### config.mk
export PLATFORM = sky130hd
export DESIGN_NAME = vreg_issue_scoreboard_flat
export DESIGN_NICKNAME = d
export VERILOG_FILES = /design/src/rtl/vreg_issue_scoreboard_pkg.sv /design/src/rtl/vreg_issue_scoreboard_if.sv /design/src/rtl/vreg_op_decode.sv /design/src/rtl/vreg_issue_scoreboard.sv /design/src/flat_wrapper.sv
export SDC_FILE = /design/constraint.sdc
export NUM_CORES = 1
export LEC_CHECK = 0
export CAP_MARGIN = 0
export CORE_ASPECT_RATIO = 0.8
export CORE_MARGIN = 2
export CORE_UTILIZATION = 55
export CTS_CLUSTER_SIZE = 40
export DETAILED_ROUTE_END_ITERATION = 16
export PLACE_DENSITY_LB_ADDON = 0.3
export SLEW_MARGIN = 20
export SYNTH_ARGS = -nofsm -noshare
export SYNTH_HDL_FRONTEND = slang
export SYNTH_SLANG_ARGS = --single-unit
### constraint.sdc
create_clock -name clk -period 8.5 [get_ports clk]
set_input_delay 1.275 -clock clk [delete_from_list [all_inputs] [get_ports clk]]
set_output_delay 1.275 -clock clk [all_outputs]
set_load 0.01 [all_outputs]
### src/rtl/vreg_issue_scoreboard_pkg.sv
// Vector issue scoreboard shared types.
// Opcode constants, source-select enum and the decode table.
package vreg_issue_pkg;

  typedef enum logic [1:0] {
    BOTH = 2'b00,
    R2   = 2'b01,
    R3   = 2'b10,
    NONE = 2'b11
  } rsel_e;

  localparam logic [4:0] OP_NS_A = 5'b10001;
  localparam logic [4:0] OP_NS_B = 5'b10011;
  localparam logic [4:0] OP_LD_A = 5'b10101;
  localparam logic [4:0] OP_LD_B = 5'b10111;
  localparam logic [4:0] OP_R2_A = 5'b01001;
  localparam logic [4:0] OP_R2_B = 5'b11011;

  typedef struct packed {
    rsel_e rsel;
    logic  writes_rd;
    logic  is_load;
  } dec_t;

  function automatic dec_t op_decode(
    input logic [4:0] op
  );
    dec_t d;
    d.rsel      = BOTH;
    d.writes_rd = (op[4:3] != 2'b11);
    d.is_load   = 1'b0;
    case (op)
      OP_NS_A, OP_NS_B: d.rsel = NONE;
      OP_LD_A, OP_LD_B: begin
        d.rsel    = R3;
        d.is_load = 1'b1;
      end
      OP_R2_A, OP_R2_B: d.rsel = R2;
      default:          d.rsel = BOTH;
    endcase
    return d;
  endfunction

endpackage

### src/rtl/vreg_issue_scoreboard_if.sv
// Issue channel and load-writeback channel of the scoreboard.
// master: decode side driving instructions; slave: scoreboard.
interface vreg_issue_scoreboard_if #(
  parameter int NREG = 16,
  parameter int OP_W = 5
);
  localparam int RW = $clog2(NREG);

  logic            issue_valid;
  logic [OP_W-1:0] opcode;
  logic [RW-1:0]   rd;
  logic [RW-1:0]   r2;
  logic [RW-1:0]   r3;
  logic            flush;
  logic            ld_done_valid;
  logic [RW-1:0]   ld_done_reg;
  logic            issue_ready;
  logic            stall;
  logic [1:0]      rsel;

  modport master (
    output issue_valid, opcode, rd, r2, r3,
    output flush, ld_done_valid, ld_done_reg,
    input  issue_ready, stall, rsel
  );

  modport slave (
    input  issue_valid, opcode, rd, r2, r3,
    input  flush, ld_done_valid, ld_done_reg,
    output issue_ready, stall, rsel
  );

endinterface

### src/rtl/vreg_op_decode.sv
// Combinational opcode decode: source select, rd-write, load.
// Ports: opcode in, dec {rsel, writes_rd, is_load} out.
module vreg_op_decode
  import vreg_issue_pkg::*;
#(
  parameter int OP_W = 5
) (
  input  logic [OP_W-1:0] opcode,
  output dec_t            dec
);

  assign dec = op_decode(opcode[4:0]);

endmodule

### src/rtl/vreg_issue_scoreboard.sv
// Issue scoreboard: stalls on RAW/WAW against ALU and load writes.
// Ports: clk, rst, bus (issue/ld_done), busy_vec, ld_count.
module vreg_issue_scoreboard
  import vreg_issue_pkg::*;
#(
  parameter int NREG   = 16,
  parameter int OP_W   = 5,
  parameter int WB_LAT = 3,
  parameter int MAX_LD = 4,
  localparam int RW    = $clog2(NREG),
  localparam int LCW   = $clog2(MAX_LD + 1)
) (
  input  logic             clk,
  input  logic             rst,
  vreg_issue_scoreboard_if.slave bus,
  output logic [NREG-1:0]  busy_vec,
  output logic [LCW-1:0]   ld_count
);

  localparam logic [3:0]     WB_INIT = 4'(WB_LAT);
  localparam logic [LCW-1:0] LD_MAX  = LCW'(MAX_LD);

  logic [3:0]     r_cnt [NREG];
  logic [NREG-1:0] r_ldp;
  logic [LCW-1:0] r_ld_count;

  dec_t           w_dec;
  logic [NREG-1:0] w_hz;
  logic [NREG-1:0] w_ldp_nxt;
  logic           w_hazard;
  logic           w_acc;
  logic           w_ld_acc;
  logic           w_alu_acc;
  logic           w_ld_clr;

  vreg_op_decode #(
    .OP_W (OP_W)
  ) u_dec (
    .opcode (bus.opcode),
    .dec    (w_dec)
  );

  // A count of 1 means the write lands at this edge, so
  // a reader issued now already sees the new value.
  always_comb begin
    for (int i = 0; i < NREG; i++) begin
      w_hz[i]     = (r_cnt[i] > 4'd1) | r_ldp[i];
      busy_vec[i] = (r_cnt[i] != 4'd0) | r_ldp[i];
    end
  end

  // rsel bit 1 clear -> R2 read; bit 0 clear -> R3 read.
  always_comb begin
    w_hazard = bus.flush;
    if (!w_dec.rsel[1] && w_hz[bus.r2])
      w_hazard = 1'b1;
    if (!w_dec.rsel[0] && w_hz[bus.r3])
      w_hazard = 1'b1;
    if (w_dec.writes_rd && w_hz[bus.rd])
      w_hazard = 1'b1;
    if (w_dec.is_load && r_ld_count == LD_MAX)
      w_hazard = 1'b1;
  end

  assign w_acc     = bus.issue_valid & ~w_hazard;
  assign w_ld_acc  = w_acc & w_dec.is_load;
  assign w_alu_acc = w_acc & w_dec.writes_rd
                   & ~w_dec.is_load;
  assign w_ld_clr  = bus.ld_done_valid
                   & r_ldp[bus.ld_done_reg];

  assign bus.issue_ready = w_acc;
  assign bus.stall       = bus.issue_valid & w_hazard;
  assign bus.rsel        = w_dec.rsel;
  assign ld_count        = r_ld_count;

  always_comb begin
    w_ldp_nxt = r_ldp;
    if (w_ld_clr)
      w_ldp_nxt[bus.ld_done_reg] = 1'b0;
    if (w_ld_acc)
      w_ldp_nxt[bus.rd] = 1'b1;
  end

  always_ff @(posedge clk) begin
    if (rst) begin
      for (int i = 0; i < NREG; i++)
        r_cnt[i] <= 4'd0;
      r_ldp      <= '0;
      r_ld_count <= '0;
    end else begin
      for (int i = 0; i < NREG; i++) begin
        if (w_alu_acc && bus.rd == RW'(i))
          r_cnt[i] <= WB_INIT;
        else if (r_cnt[i] != 4'd0)
          r_cnt[i] <= r_cnt[i] - 4'd1;
      end
      r_ldp <= w_ldp_nxt;
      unique case ({w_ld_acc, w_ld_clr})
        2'b10:   r_ld_count <= r_ld_count + 1'b1;
        2'b01:   r_ld_count <= r_ld_count - 1'b1;
        default: r_ld_count <= r_ld_count;
      endcase
    end
  end

endmodule
### src/flat_wrapper.sv
// flat-port wrapper written by rule: the top's interface ports become plain ports
module vreg_issue_scoreboard_flat import vreg_issue_pkg::*;
#(
  parameter int NREG   = 16,
  parameter int OP_W   = 5,
  parameter int WB_LAT = 3,
  parameter int MAX_LD = 4,
  localparam int RW    = $clog2(NREG),
  localparam int LCW   = $clog2(MAX_LD + 1)
)
  (clk, rst, busy_vec, ld_count, bus_issue_valid, bus_opcode, bus_rd, bus_r2, bus_r3, bus_flush, bus_ld_done_valid, bus_ld_done_reg, bus_issue_ready, bus_stall, bus_rsel);
  vreg_issue_scoreboard_if #(.NREG(NREG), .OP_W(OP_W)) bus_i ();
  input  logic clk;
  input  logic rst;
  output logic [NREG-1:0] busy_vec;
  output logic [LCW-1:0] ld_count;
  input wire logic [$bits(bus_i.issue_valid)-1:0] bus_issue_valid;
  input wire logic [$bits(bus_i.opcode)-1:0] bus_opcode;
  input wire logic [$bits(bus_i.rd)-1:0] bus_rd;
  input wire logic [$bits(bus_i.r2)-1:0] bus_r2;
  input wire logic [$bits(bus_i.r3)-1:0] bus_r3;
  input wire logic [$bits(bus_i.flush)-1:0] bus_flush;
  input wire logic [$bits(bus_i.ld_done_valid)-1:0] bus_ld_done_valid;
  input wire logic [$bits(bus_i.ld_done_reg)-1:0] bus_ld_done_reg;
  output wire logic [$bits(bus_i.issue_ready)-1:0] bus_issue_ready;
  output wire logic [$bits(bus_i.stall)-1:0] bus_stall;
  output wire logic [$bits(bus_i.rsel)-1:0] bus_rsel;
  assign bus_i.issue_valid = bus_issue_valid;
  assign bus_i.opcode = bus_opcode;
  assign bus_i.rd = bus_rd;
  assign bus_i.r2 = bus_r2;
  assign bus_i.r3 = bus_r3;
  assign bus_i.flush = bus_flush;
  assign bus_i.ld_done_valid = bus_ld_done_valid;
  assign bus_i.ld_done_reg = bus_ld_done_reg;
  assign bus_issue_ready = bus_i.issue_ready;
  assign bus_stall = bus_i.stall;
  assign bus_rsel = bus_i.rsel;
  vreg_issue_scoreboard #(.NREG(NREG), .OP_W(OP_W), .WB_LAT(WB_LAT), .MAX_LD(MAX_LD)) u_core (.clk(clk), .rst(rst), .bus(bus_i), .busy_vec(busy_vec), .ld_count(ld_count));
endmodule
* After elaboration in Yosys (flattened, before gate mapping) *
Memories as Yosys holds them, arrays and structs flattened.
Index checks and enable logic that the tools add are counted.

operators by class
  $add $sub $neg = 18
  magnitude comparators = 22
  equal/unequal tests = 25
  muxes and demuxes = 167
  bitwise logic cells = 75
  reductions and logical operators = 45

operators by type and width
  operator             count
  $mux 4               32
  $mux 1               125
  $gt 4x1->1 const B   16
  $or 1x1->1           64
  $reduce_bool 4->1    16
  $sub 4x1->4 const B  16
  $eq 4x4->1 const B   8
  $mux 16              2
  $eq 5x5->1 const B   5
  $logic_and 1x1->1    22
  $lt 4x5->1 const B   4
  $and 16x16->16       1
  $bmux 1 s4           4
  $eq 4x3->1 const B   4
  $not 16->16          1
  $or 16x16->16        1
  $demux 1 s4          2
  $eq 4x2->1 const B   2
  $ge 4x1->1 const B   2
  $and 1x1->1          6
  $pmux 2 s3           1
  $pmux 3 s2           1
  $reduce_or 2->1      3
  $eq 5x4->1 const B   1
  other kinds (11)     13

storage, ports and cells
  flip-flop bits (word level) = 19
  memory bits (writable) = 64
  bits of input ports = 26
  output and inout port bits = 23
  word-level logic and storage cells = 355
  memories = 1

memories
  name          words  bits a word  read ports  clocked after Yosys merged registers in  wr ports  RTL line                     text
  u_core.r_cnt  16     4            16          0                                        16        vreg_issue_scoreboard.sv:23  logic [3:0] r_cnt [NREG];

* Logic depth before layout (Yosys ltp) *
  depth in word-level cells = 19
  gate-level depth with buffers = 16
  depth with buffers taken out = 16

* Modules after synthesis *
Synthesis repeated with hierarchy kept, for this count alone.

unflattened totals
  cell total of the unflattened synthesis = 637
  area, all modules = 6102.1 um^2

modules (own cells, without submodules)
  module                 instances  cells each  area each (um^2)  seq. area each (um^2)
  vreg_issue_scoreboard  1          630         6055.8            2302.2
  vreg_op_decode         1          7           46.3              0.0

* Worst setup path after synthesis *
OpenSTA, ideal clock, no wires.

  path type = input port to output port
  start = input bus_rd[1]
  end = output bus_stall
  arrival time = 2.650 ns
  data required time = 7.225 ns
  setup slack = 4.575 ns
  stages = 7
  buffers on the path = 2
  cell sequence = buf_2 nand2b_1 clkbuf_1 o211ai_1 a222oi_1 a31oi_1 a21boi_0

on the way
  cells in the longest elaborated chain, start to end = 6

ends and longest elaborated chain
  element                       RTL line                     text
  from (decl)                   flat_wrapper.sv:19           input wire logic [$bits(bus_i.rd)-1:0] bus_rd;
  $bmux 1 s4                    vreg_issue_scoreboard.sv:59  if (w_dec.writes_rd && w_hz[bus.rd])
  $mux 1 (implied by the code)  vreg_issue_scoreboard.sv:59
  $logic_and 1x1->1             vreg_issue_scoreboard.sv:59
  $mux 1                        vreg_issue_scoreboard.sv:59
  $mux 1                        vreg_issue_scoreboard.sv:61  if (w_dec.is_load && r_ld_count == LD_MAX)
  $and 1x1->1                   vreg_issue_scoreboard.sv:73  assign bus.stall = bus.issue_valid & w_hazard;
  to (decl)                     flat_wrapper.sv:26           output wire logic [$bits(bus_i.stall)-1:0] bus_stall;

No other way between the ends. The select of a mux whose other input is x is not followed.

* Worst setup path in the final report *
  start = input bus_rd[1]
  end = output bus_issue_ready

on the way
  cells in the longest elaborated chain, start to end = 7

ends and longest elaborated chain
  element                       RTL line                     text
  $bmux 1 s4                    vreg_issue_scoreboard.sv:59
  $mux 1 (implied by the code)  vreg_issue_scoreboard.sv:59
  $logic_and 1x1->1             vreg_issue_scoreboard.sv:59
  $mux 1                        vreg_issue_scoreboard.sv:59
  $mux 1                        vreg_issue_scoreboard.sv:61
  $not 1->1                     vreg_issue_scoreboard.sv:65  assign w_acc = bus.issue_valid & ~w_hazard;
  $and 1x1->1                   vreg_issue_scoreboard.sv:65
  to (decl)                     flat_wrapper.sv:25           output wire logic [$bits(bus_i.issue_ready)-1:0] bus_issue_ready;

No other way between the ends. The select of a mux whose other input is x is not followed.

==> metrics.cfg <==
[worst_setup_path]
critPathMaxStageDelay_ns=0.91
crit_type=in2out
slowest_stage=clkdlybuf4s50_1
path_buf_inv=2
cp.arrival_ns=4.38
required_ns=7.22
end_kind=output pin
cp-start-kind=input pin
crit_fanout=16
crit_family=buffers and inverters
path_cells=clkdlybuf4s50_1 > nor2b_1 > o211ai_1 > o211ai_1 > a222oi_1 > a31oi_1 > nand2_1 > nor2_1 > clkdlybuf4s50_1

[route]
drt_wl_total_um=16050
dr.pass1.iters=5
drt_iter0_drc=525
vias_per_cell=6.443
vias=5232
wl_per_cell_um=19.76
drc_errors=0
ant_nets=0

[timing]
rsz0062_at_grt=false
finalSetupViolations=0
fmax_mhz=176.9
fin_crit_ns=5.652
fin_crit_sh_pct=66.49
tightest_slew_ns=0.9467
finalSetupTns_ns=0
skew_ns=0.007549
relSlewSlack_pct=36.65
finalHoldViolCount=0
drv_slew=0

[grt]
grt_max_degree=55
met1_usage_pct=38.55
grt_pass1_wl_um=25610
grt_overflow=0
grt_busiest_layer=met2
track_usage_pct=27.61
first_global_vias=5049
met3_usage_pct=6.338
grt_util_met2_pct=42.96
antenna_found_initial=0

[yosys]
ys_ff_latch=83
synth_top_area_share_pct=31.86
syn_nets=706
seq_area_frac_synth_pct=38.17
synthArstFlopShare_pct=0
synth_area_leaders=edfxtp_1, ha_1, dfxtp_1
synthCells=634
yosysWarnings=0
synth_area_um2=6032
avgSynthCellArea_um2=9.514
synth_top_area_cell=edfxtp_1
ys.flop_type=edfxtp_1
synth_edf_count=64
yosysUniqueCellTypes=66

[cells_and_area]
final_util_pct=63.96
fill_cells=869
multi_input_area_um2=3387
syn2layout_area_growth_pct=14.13
antenna_cells=0
drive_gt1_share_pct=8.084
final_common_cell=edfxtp_1
finalNetCount=735
ff_latch_area_um2=2302
layout_common_cells=edfxtp_1, inv_1, clkdlybuf4s50_1

[pwr]
vdd_drop_max_mv=0.1544
p_per_area_nw_per_um2=330.2
power_leakage_uw=0.002523

[die]
core_region_area_um2=10760
die_w_um=121.1
die_h_um=97.67
io_pins=49
start_util_pct=56.05
core.rowCount=34
design.die.area_um2=11830

[clock_network]
clock-sinks=83
cts_setup_buffers=0
cts.clk_slew.worst_paths_ns=0.06
h-tree-depth=3
clk_latency_ns=0.34
cts.root.buffer_cell=clkbuf_16
cts.repair.resized=0
cts_hold_buffers=0
tritoncts=yes
cts_max_path_buffers=2
cts_made_buffers=9

[place]
io_buffers=48
dp_hpwl_um=11740
place.gp.congestion=0.9568

[run_status]
outcome=finished, final reports clean

[worst_hold_path]
hold_path_class=reg2reg

[job]
cap_viol_max_count=0

## Yosys cell counts, types with 7 or more instances
| master | count |
|---|---|
| nand2b_1 | 14 |
| or3_1 | 13 |
| nand3_1 | 29 |
| xor2_1 | 14 |
| o221ai_1 | 10 |
| nand2_1 | 40 |
| a31oi_1 | 23 |
| o31ai_1 | 12 |
| o32ai_1 | 10 |
| nor3_1 | 25 |
| xnor2_1 | 11 |
| clkbuf_1 | 24 |
| edfxtp_1 | 64 |
| o211ai_1 | 29 |
| ha_1 | 45 |
| inv_1 | 48 |
| or2_2 | 11 |
| nor2_1 | 38 |
| nor3b_1 | 8 |
| dfxtp_1 | 19 |
| a21oi_1 | 17 |
| a211oi_1 | 10 |
| buf_2 | 7 |
| o22ai_1 | 10 |
## registers in the layout, summed over array words and instances (netlist names)
signal,flops
u_core.r_ldp,16
u_core.ld_count,3
u_core.r_cnt,64
## final timing paths
kind | from | end | slack (ns) | cells past startpoint
worst max-delay path | bus_rd[1] | bus_issue_ready | 2.85 | 9
worst min register to register | u_core.ld_count[2] | u_core.ld_count[2] | 0.50 | 2
worst min-delay path | u_core.ld_count[2] | u_core.ld_count[2] | 0.50 | 2
worst max register to register | u_core.r_cnt[0][8] | u_core.r_cnt[0][12] | 4.51 | 11
## stage by stage
stage                     std cells  instance area, um2  total power (uW)  setup slack [ns]  hold WS (ns)
final                           812                6884              2273             2.848        0.5037
after global routing            812                6884              2434             2.657        0.5554
after CTS                       812                6884              2266             2.917        0.5125
after detailed placement        796                6574              1850             2.897        0.5023
after global placement          796                6574              1799             3.029        0.4911
after floorplan                 634                6032              1515             4.575        0.4789
## cells by family after synthesis
logic type | after synthesis | share of synthesized area, %
AOI/OAI and AO/OA | 177 | 22.01
xor gates and xnor gates | 25 | 3.630
adders and majority gates | 46 | 9.666
buffers and inverters | 85 | 5.683
DFF | 83 | 38.17
muxes | 14 | 3.423
and+or+nand+nor | 204 | 17.42
## area by class of cell
class,instances,area share (%)
clock inverter,6,1.036
timing repair buffer,54,7.561
sequential,83,33.44
inverter,49,2.672
multi-input combinational,466,49.20
tap,144,2.617
clock buffer,10,3.471
## worst min-delay path, stage by stage (launching register included)
cell and delay, ns:
dfxtp_1 0.33, o21ai_0 0.07, a21oi_1 0.06
## power breakdown
group / internal, uW / switching (uW) / leakage (uW)
combinational: 492 / 608 / 0.00151
clock: 238 / 168 / 0.000146
sequential: 643 / 123 / 0.000871
## routing by layer
layer  vias to the layer above  wire length, um
met5                         -                0
met4                         0              320
met1                      2504             6922
li1                       2457                -
met2                       241             7351
met3                        30             1451
No activity file was read; power rests on OpenSTA's default activity.
